**src/rtl/ipdbg_hub_pkg.sv**
```systemverilog
// Shared constants for the IPDBG channel hub: well-known channel IDs,
// the default ID table and a constant-friendly clog2.
package ipdbg_hub_pkg;

    localparam logic [3:0] ID_LA     = 4'hC;
    localparam logic [3:0] ID_IOVIEW = 4'hA;
    localparam logic [3:0] ID_GDB    = 4'h9;
    localparam logic [3:0] ID_WFG    = 4'hB;

    // Channel i takes slice [i*4 +: 4], so LA sits at index 0.
    localparam logic [15:0] DEFAULT_CH_IDS = {ID_WFG, ID_GDB, ID_IOVIEW, ID_LA};

    function automatic int clog2(input int value);
        int r;
        r = 0;
        for (int i = 0; i < 31; i++) begin
            if ((1 << i) < value) r = i + 1;
        end
        return r;
    endfunction

endpackage

```
**src/rtl/ipdbg_hub_up_fifo.sv**
```systemverilog
// Per-channel upstream FIFO with show-ahead read data; DEPTH must be a
// power of two so the pointers wrap naturally.
module ipdbg_hub_up_fifo
    import ipdbg_hub_pkg::*;
#(
    parameter int DATA_W = 8,
    parameter int DEPTH  = 2
) (
    input  logic              clk,
    input  logic              rst,
    input  logic              ce,
    input  logic              wr_valid_i,
    input  logic [DATA_W-1:0] wr_data_i,
    output logic              wr_ready_o,
    input  logic              rd_en_i,
    output logic [DATA_W-1:0] rd_data_o,
    output logic              empty_o
);

    localparam int AW = clog2(DEPTH);

    logic [DATA_W-1:0] mem_q [DEPTH];
    logic [AW-1:0]     wr_ptr_q, rd_ptr_q;
    logic [AW:0]       cnt_q;
    logic              full, wr_en, rd_en;

    assign full       = (cnt_q == (AW+1)'(DEPTH));
    assign empty_o    = (cnt_q == '0);
    assign wr_ready_o = ce & ~full;
    assign wr_en      = wr_valid_i & wr_ready_o;
    assign rd_en      = rd_en_i & ~empty_o & ce;
    assign rd_data_o  = mem_q[rd_ptr_q];

    always_ff @(posedge clk) begin
        if (wr_en) mem_q[wr_ptr_q] <= wr_data_i;
    end

    // A full FIFO never writes, so read+write on full only drains one entry.
    always_ff @(posedge clk) begin
        if (rst) begin
            wr_ptr_q <= '0;
            rd_ptr_q <= '0;
            cnt_q    <= '0;
        end else begin
            if (wr_en) wr_ptr_q <= wr_ptr_q + 1'b1;
            if (rd_en) rd_ptr_q <= rd_ptr_q + 1'b1;
            case ({wr_en, rd_en})
                2'b10:   cnt_q <= cnt_q + 1'b1;
                2'b01:   cnt_q <= cnt_q - 1'b1;
                default: cnt_q <= cnt_q;
            endcase
        end
    end

endmodule

```
**src/rtl/ipdbg_channel_hub.sv**
```systemverilog
// Host-link <-> IP-core channel hub: ID-decoded downstream hold register,
// per-channel upstream FIFOs with round-robin merge. Optional drop counter
// enabled by defining IPDBG_HUB_DROP_CNT_EN.
module ipdbg_channel_hub
    import ipdbg_hub_pkg::*;
#(
    parameter int                         CHANNELS = 4,
    parameter int                         DATA_W   = 8,
    parameter int                         ID_W     = 4,
    parameter logic [CHANNELS*ID_W-1:0]   CH_IDS   = DEFAULT_CH_IDS,
    parameter int                         UP_DEPTH = 2
) (
    input  logic                         clk,
    input  logic                         rst,
    input  logic                         ce,
    input  logic                         host_dwn_valid,
    output logic                         host_dwn_ready,
    input  logic [ID_W-1:0]              host_dwn_id,
    input  logic [DATA_W-1:0]            host_dwn_data,
    output logic [DATA_W-1:0]            data_dwn,
    output logic [CHANNELS-1:0]          data_dwn_valid,
    input  logic [CHANNELS-1:0]          data_dwn_ready,
    input  logic [CHANNELS*DATA_W-1:0]   data_up,
    input  logic [CHANNELS-1:0]          data_up_valid,
    output logic [CHANNELS-1:0]          data_up_ready,
    output logic                         host_up_valid,
    input  logic                         host_up_ready,
    output logic [ID_W-1:0]              host_up_id,
    output logic [DATA_W-1:0]            host_up_data
`ifdef IPDBG_HUB_DROP_CNT_EN
    ,
    output logic [7:0]                   drop_cnt
`endif
);

    localparam int IDX_W = (CHANNELS > 1) ? clog2(CHANNELS) : 1;

    logic                dec_hit;
    logic [CHANNELS-1:0] dec_oh;
    logic [CHANNELS-1:0] dwn_oh_q;
    logic [DATA_W-1:0]   dwn_data_q;
    logic                dwn_consume, dwn_accept;

    // Descending scan so the lowest matching index is the one left standing.
    always_comb begin
        dec_hit = 1'b0;
        dec_oh  = '0;
        for (int i = CHANNELS - 1; i >= 0; i--) begin
            if (host_dwn_id == CH_IDS[i*ID_W +: ID_W]) begin
                dec_hit   = 1'b1;
                dec_oh    = '0;
                dec_oh[i] = 1'b1;
            end
        end
    end

    assign dwn_consume    = (|(dwn_oh_q & data_dwn_ready)) & ce;
    assign host_dwn_ready = ce & (~(|dwn_oh_q) | dwn_consume);
    assign dwn_accept     = host_dwn_valid & host_dwn_ready;
    assign data_dwn       = dwn_data_q;
    assign data_dwn_valid = dwn_oh_q;

    always_ff @(posedge clk) begin
        if (rst) begin
            dwn_oh_q   <= '0;
            dwn_data_q <= '0;
        end else if (ce) begin
            if (dwn_accept && dec_hit) begin
                dwn_oh_q   <= dec_oh;
                dwn_data_q <= host_dwn_data;
            end else if (dwn_consume) begin
                dwn_oh_q <= '0;
            end
        end
    end

    logic [DATA_W-1:0]   fifo_data [CHANNELS];
    logic [CHANNELS-1:0] fifo_empty;
    logic [CHANNELS-1:0] fifo_rd;

    for (genvar g = 0; g < CHANNELS; g++) begin : g_up
        ipdbg_hub_up_fifo #(
            .DATA_W (DATA_W),
            .DEPTH  (UP_DEPTH)
        ) u_fifo (
            .clk        (clk),
            .rst        (rst),
            .ce         (ce),
            .wr_valid_i (data_up_valid[g]),
            .wr_data_i  (data_up[g*DATA_W +: DATA_W]),
            .wr_ready_o (data_up_ready[g]),
            .rd_en_i    (fifo_rd[g]),
            .rd_data_o  (fifo_data[g]),
            .empty_o    (fifo_empty[g])
        );
    end

    logic              up_valid_q, up_valid_d;
    logic [ID_W-1:0]   up_id_q, up_id_d;
    logic [DATA_W-1:0] up_data_q, up_data_d;
    logic [IDX_W-1:0]  rr_q, rr_d;
    logic [IDX_W-1:0]  arb_c, grant_idx;
    logic              grant_valid, up_consume, up_load_ok;

    assign up_consume = up_valid_q & host_up_ready & ce;
    assign up_load_ok = ce & (~up_valid_q | up_consume);

    // First non-empty FIFO at or after the round-robin pointer.
    always_comb begin
        grant_valid = 1'b0;
        grant_idx   = '0;
        arb_c       = '0;
        for (int k = CHANNELS - 1; k >= 0; k--) begin
            arb_c = IDX_W'((int'(rr_q) + k) % CHANNELS);
            if (!fifo_empty[arb_c]) begin
                grant_valid = 1'b1;
                grant_idx   = arb_c;
            end
        end
    end

    always_comb begin
        fifo_rd    = '0;
        up_valid_d = up_valid_q;
        up_id_d    = up_id_q;
        up_data_d  = up_data_q;
        rr_d       = rr_q;
        if (up_load_ok && grant_valid) begin
            fifo_rd[grant_idx] = 1'b1;
            up_valid_d         = 1'b1;
            up_id_d            = CH_IDS[grant_idx*ID_W +: ID_W];
            up_data_d          = fifo_data[grant_idx];
            rr_d               = IDX_W'((int'(grant_idx) + 1) % CHANNELS);
        end else if (up_consume) begin
            up_valid_d = 1'b0;
        end
    end

    always_ff @(posedge clk) begin
        if (rst) begin
            up_valid_q <= 1'b0;
            up_id_q    <= '0;
            up_data_q  <= '0;
            rr_q       <= '0;
        end else if (ce) begin
            up_valid_q <= up_valid_d;
            up_id_q    <= up_id_d;
            up_data_q  <= up_data_d;
            rr_q       <= rr_d;
        end
    end

    assign host_up_valid = up_valid_q;
    assign host_up_id    = up_id_q;
    assign host_up_data  = up_data_q;

`ifdef IPDBG_HUB_DROP_CNT_EN
    logic [7:0] drop_cnt_q;

    always_ff @(posedge clk) begin
        if (rst) begin
            drop_cnt_q <= '0;
        end else if (dwn_accept && !dec_hit && drop_cnt_q != 8'hFF) begin
            drop_cnt_q <= drop_cnt_q + 8'd1;
        end
    end

    assign drop_cnt = drop_cnt_q;
`endif

endmodule

```
**config.mk**
```make
export PLATFORM = sky130hd
export DESIGN_NAME = ipdbg_channel_hub
export DESIGN_NICKNAME = d
export VERILOG_FILES = /design/src/rtl/ipdbg_hub_pkg.sv /design/src/rtl/ipdbg_hub_up_fifo.sv /design/src/rtl/ipdbg_channel_hub.sv
export SDC_FILE = /design/constraint.sdc
export NUM_CORES = 1
export LEC_CHECK = 0
export ABC_AREA = 0
export BUFFER_PORTS_ARGS = -buffer_cell sky130_fd_sc_hd__buf_2
export CAP_MARGIN = 20
export CORE_ASPECT_RATIO = 1.5
export CORE_MARGIN = 2
export CORE_UTILIZATION = 59
export CTS_CLUSTER_SIZE = 12
export DETAILED_ROUTE_END_ITERATION = 10
export GPL_ROUTABILITY_DRIVEN = 0
export GPL_TIMING_DRIVEN = 0
export PLACE_DENSITY = 0.81
export SLEW_MARGIN = 30
export SYNTH_ARGS = -nofsm -noshare
export SYNTH_HDL_FRONTEND = slang
export SYNTH_HIERARCHICAL = 1
export SYNTH_SLANG_ARGS = --single-unit
```
**constraint.sdc**
```tcl
create_clock -name clk -period 4.18 [get_ports clk]
set_input_delay 0.627 -clock clk [delete_from_list [all_inputs] [get_ports clk]]
set_output_delay 0.627 -clock clk [all_outputs]
set_load 0.02 [all_outputs]
```
==> impl_metrics.env <==
export IMPL_status="finished, final reports clean"
export IMPL_hp_class="flop to flop"
export IMPL_synthArstFlopShare_pct=0
export IMPL_dieArea_mm2=0.00866
export IMPL_end_kind="flop"
export IMPL_synth_area_per_cell_um2=12.9
export IMPL_yosys_cell_count_top_type="edfxtp_1"
export IMPL_rsz0062_at_grt="no"
export IMPL_nFillCells=562
export IMPL_r2r_end="g_up[0].u_fifo/cnt_q[1]"
export IMPL_fin_crit_ps=2970
export IMPL_ctsLongestPathBuffers=2
export IMPL_syn_inst=361
export IMPL_wl_mm=9.05
export IMPL_synthTopCellsByArea="edfxtp_1, dfxtp_1, mux2_2"
export IMPL_seq_area_mm2=0.00286
export IMPL_slew_headroom_pct=51.8
export IMPL_synth_edf_count=64
export IMPL_core_area_mm2=0.00766
export IMPL_slowest_stage="or3_1"
export IMPL_grt_pass1_wl_mm=14.6
export IMPL_synth_seq_cells=111
export IMPL_critPathKind="flop to flop"
export IMPL_cts_hold_buf=0
export IMPL_gr_total_overflow=0
export IMPL_synthTopCellsByCount="edfxtp_1, dfxtp_1, mux2_2, nor2_1, mux2i_1"
export IMPL_cts_root_buffer="clkbuf_16"
export IMPL_cts_max_level=3
export IMPL_areaGrowthSynthToFinish_pct=17.7
export IMPL_rows=39
export IMPL_r2r_slack_ps=1210
export IMPL_post_cts_resize_count=0
export IMPL_grt_max_degree=27
export IMPL_diodes=0
export IMPL_tns_ps=0
export IMPL_layout_nets=523
export IMPL_hpwl_mm=6.68
export IMPL_boundaryPins=87
export IMPL_multi_input_comb_area_mm2=0.00172
export IMPL_post_route_period_util_pct=71.0
export IMPL_antenna_found_initial=0
export IMPL_drtAntennaViolNets=0
export IMPL_cts_setup_buffers=0
export IMPL_hold_viol_final=0
export IMPL_crit_reg2reg_launch="g_up[2].u_fifo/cnt_q[0]"
export IMPL_yosys_area_top_type="edfxtp_1"
export IMPL_grt_pass1_vias=3179
export IMPL_path_cells="nor2_1 > nand2b_1 > a21oi_1 > a211oi_1 > buf_2 > inv_2 > ha_1 > nand2_1 > inv_1 > nand2_1 > nor2_1 > ha_1 > or3_1 > a21oi_1"
export IMPL_postLayoutCoreUtil_pct=71.8
export IMPL_ir_drop_mv=0.288
export IMPL_start_util_pct=61.0
export IMPL_cts_buffers_inserted=9
export IMPL_worst_pin_slew_ps=720
export IMPL_hold_depth=2
export IMPL_hold_start="host_up_id[2]"
export IMPL_die_y_um=113
export IMPL_vias_per_cell=5.54
export IMPL_slew_violations=0
export IMPL_r2r_cells=14
export IMPL_dr_total_vias=3130
export IMPL_worst_slack_ps=1210
export IMPL_cts_tree="yes"
export IMPL_yosysSeqAreaShare_pct=61.3
export IMPL_yosys_area_top_type_share_pct=41.1
export IMPL_cts_sinks=111
export IMPL_cellPowerDensity_mw_per_mm2=439
export IMPL_synth_flop_cell="edfxtp_1"
export IMPL_die_x_um=76.7
export IMPL_pre_cts_slack_ps=1220
export IMPL_drtIter0Drc=235
export IMPL_wl_per_cell_um=16.0
export IMPL_post_route_drc_count=0
export IMPL_clkTransAtPathRegs_ps=60
export IMPL_io_buffers=86
export IMPL_max_cap_violations=0
export IMPL_dr_pass1_iters=4
export IMPL_cp_max_fo=11
export IMPL_worstPathArrival_ps=3240
export IMPL_layoutNonFillerInstCount=565
export IMPL_critical_path_startpoint_type="flop"
export IMPL_synth_fp_nets=426
export IMPL_dpl_cell_count=549
export IMPL_ys_types=39
export IMPL_clock_skew_ps=6.20
export IMPL_min_to="host_up_id[2]"
export IMPL_drive_gt1_share_pct=33.9
export IMPL_yosys_warnings=6
export IMPL_worstPathRequired_ps=4450
export IMPL_fmax_ghz=0.337
export IMPL_critPathMaxStageDelay_ps=360
export IMPL_insertion_delay_ps=340
export IMPL_track_usage_pct=22.2
export IMPL_setup_violations_final=0
export IMPL_power_leakage_uw=0.00220
export IMPL_synthesis_area_mm2=0.00467
## critical path: cells and delay by family (launching register included)
kind,cells,cell delay [ps]
buffers and inverters,3,470
and+or+nand+nor,6,1120
adders and majority gates,2,520
DFF,1,350
AOI/OAI and AO/OA,3,430
## sequential cells by signal, summed over array words and instances, names as in the netlist, named ones only
signal	flops
data_dwn	8
data_dwn_valid	4
g_up.u_fifo/cnt_q	8
g_up.u_fifo/mem_q	64
g_up.u_fifo/rd_ptr_q	4
g_up.u_fifo/wr_ptr_q	4
host_up_data	8
host_up_id	4
host_up_valid	1
rr_q	2
## layout by cell type, fill, tap and decap left out, drive strengths merged, types with 10 or more instances in the layout
cell type,n
o21ai,10
nand2,18
a21oi,21
nor2,36
edfxtp,64
mux2i,24
or3,10
dfxtp,47
buf,95
mux2,36
clkbuf,17
## worst max-delay path by stage
stage / start / endpoint / slack (ps) / cells past startpoint
4_1_cts: g_up[2].u_fifo/cnt_q[0] / g_up[0].u_fifo/cnt_q[1] / 1180 / 14
2_1_floorplan: g_up[2].u_fifo/cnt_q[0] / g_up[2].u_fifo/cnt_q[1] / 1590 / 13
3_5_place_dp: ce / g_up[0].u_fifo/cnt_q[1] / 1220 / 10
6_report: g_up[2].u_fifo/cnt_q[0] / g_up[0].u_fifo/cnt_q[1] / 1210 / 14
3_3_place_gp: g_up[0].u_fifo/cnt_q[0] / g_up[0].u_fifo/cnt_q[1] / 1290 / 14
5_1_grt: g_up[2].u_fifo/cnt_q[0] / g_up[0].u_fifo/cnt_q[1] / 970 / 15
## cells by family after synthesis
group           Yosys count  synth area share (%)
fa+ha+maj                 8                  2.14
mux                      60                  13.8
flops                   111                  61.3
buf+inv                  19                  1.90
compound gates           51                  8.11
simple gates            103                  11.1
xor+xnor                  9                  1.69
## area by class of cell
| cell class | count | area share, % |
|---|---|---|
| well taps | 102 | 2.32 |
| inverters | 6 | 0.410 |
| repair buffers | 86 | 7.83 |
| flip-flops and latches | 111 | 52.1 |
| multi-input cells | 231 | 31.3 |
| plain buffers | 13 | 1.21 |
| clock buffers | 13 | 4.55 |
| clock inverters | 3 | 0.341 |
## stage by stage
stage	cell area, um^2	hold slack, ps	total power [uW]
3_5_place_dp	5230	453	1660
6_report	5500	461	2410
3_3_place_gp	5230	442	1640
2_1_floorplan	4670	466	1530
5_1_grt	5500	453	2520
4_1_cts	5500	457	2430
## per-layer routing
metal	up-vias	part of all wire, %	GRT usage (%)
met2	108	55	41.4
met5	-	0	0
met1	1489	37	23.2
met4	0	1.8	10.3
li1	1520	-	-
met3	13	5.8	5.58
## report_power, final
| part | switching, uW | leakage, uW | total (uW) | internal (uW) |
|---|---|---|---|---|
| sequential | 34.2 | 0.000970 | 1250 | 1220 |
| combinational | 227 | 0.00109 | 382 | 155 |
| clock | 356 | 0.000134 | 777 | 421 |
| total | 617 | 0.00220 | 2410 | 1800 |
Power figures use the tool's default switching activity.
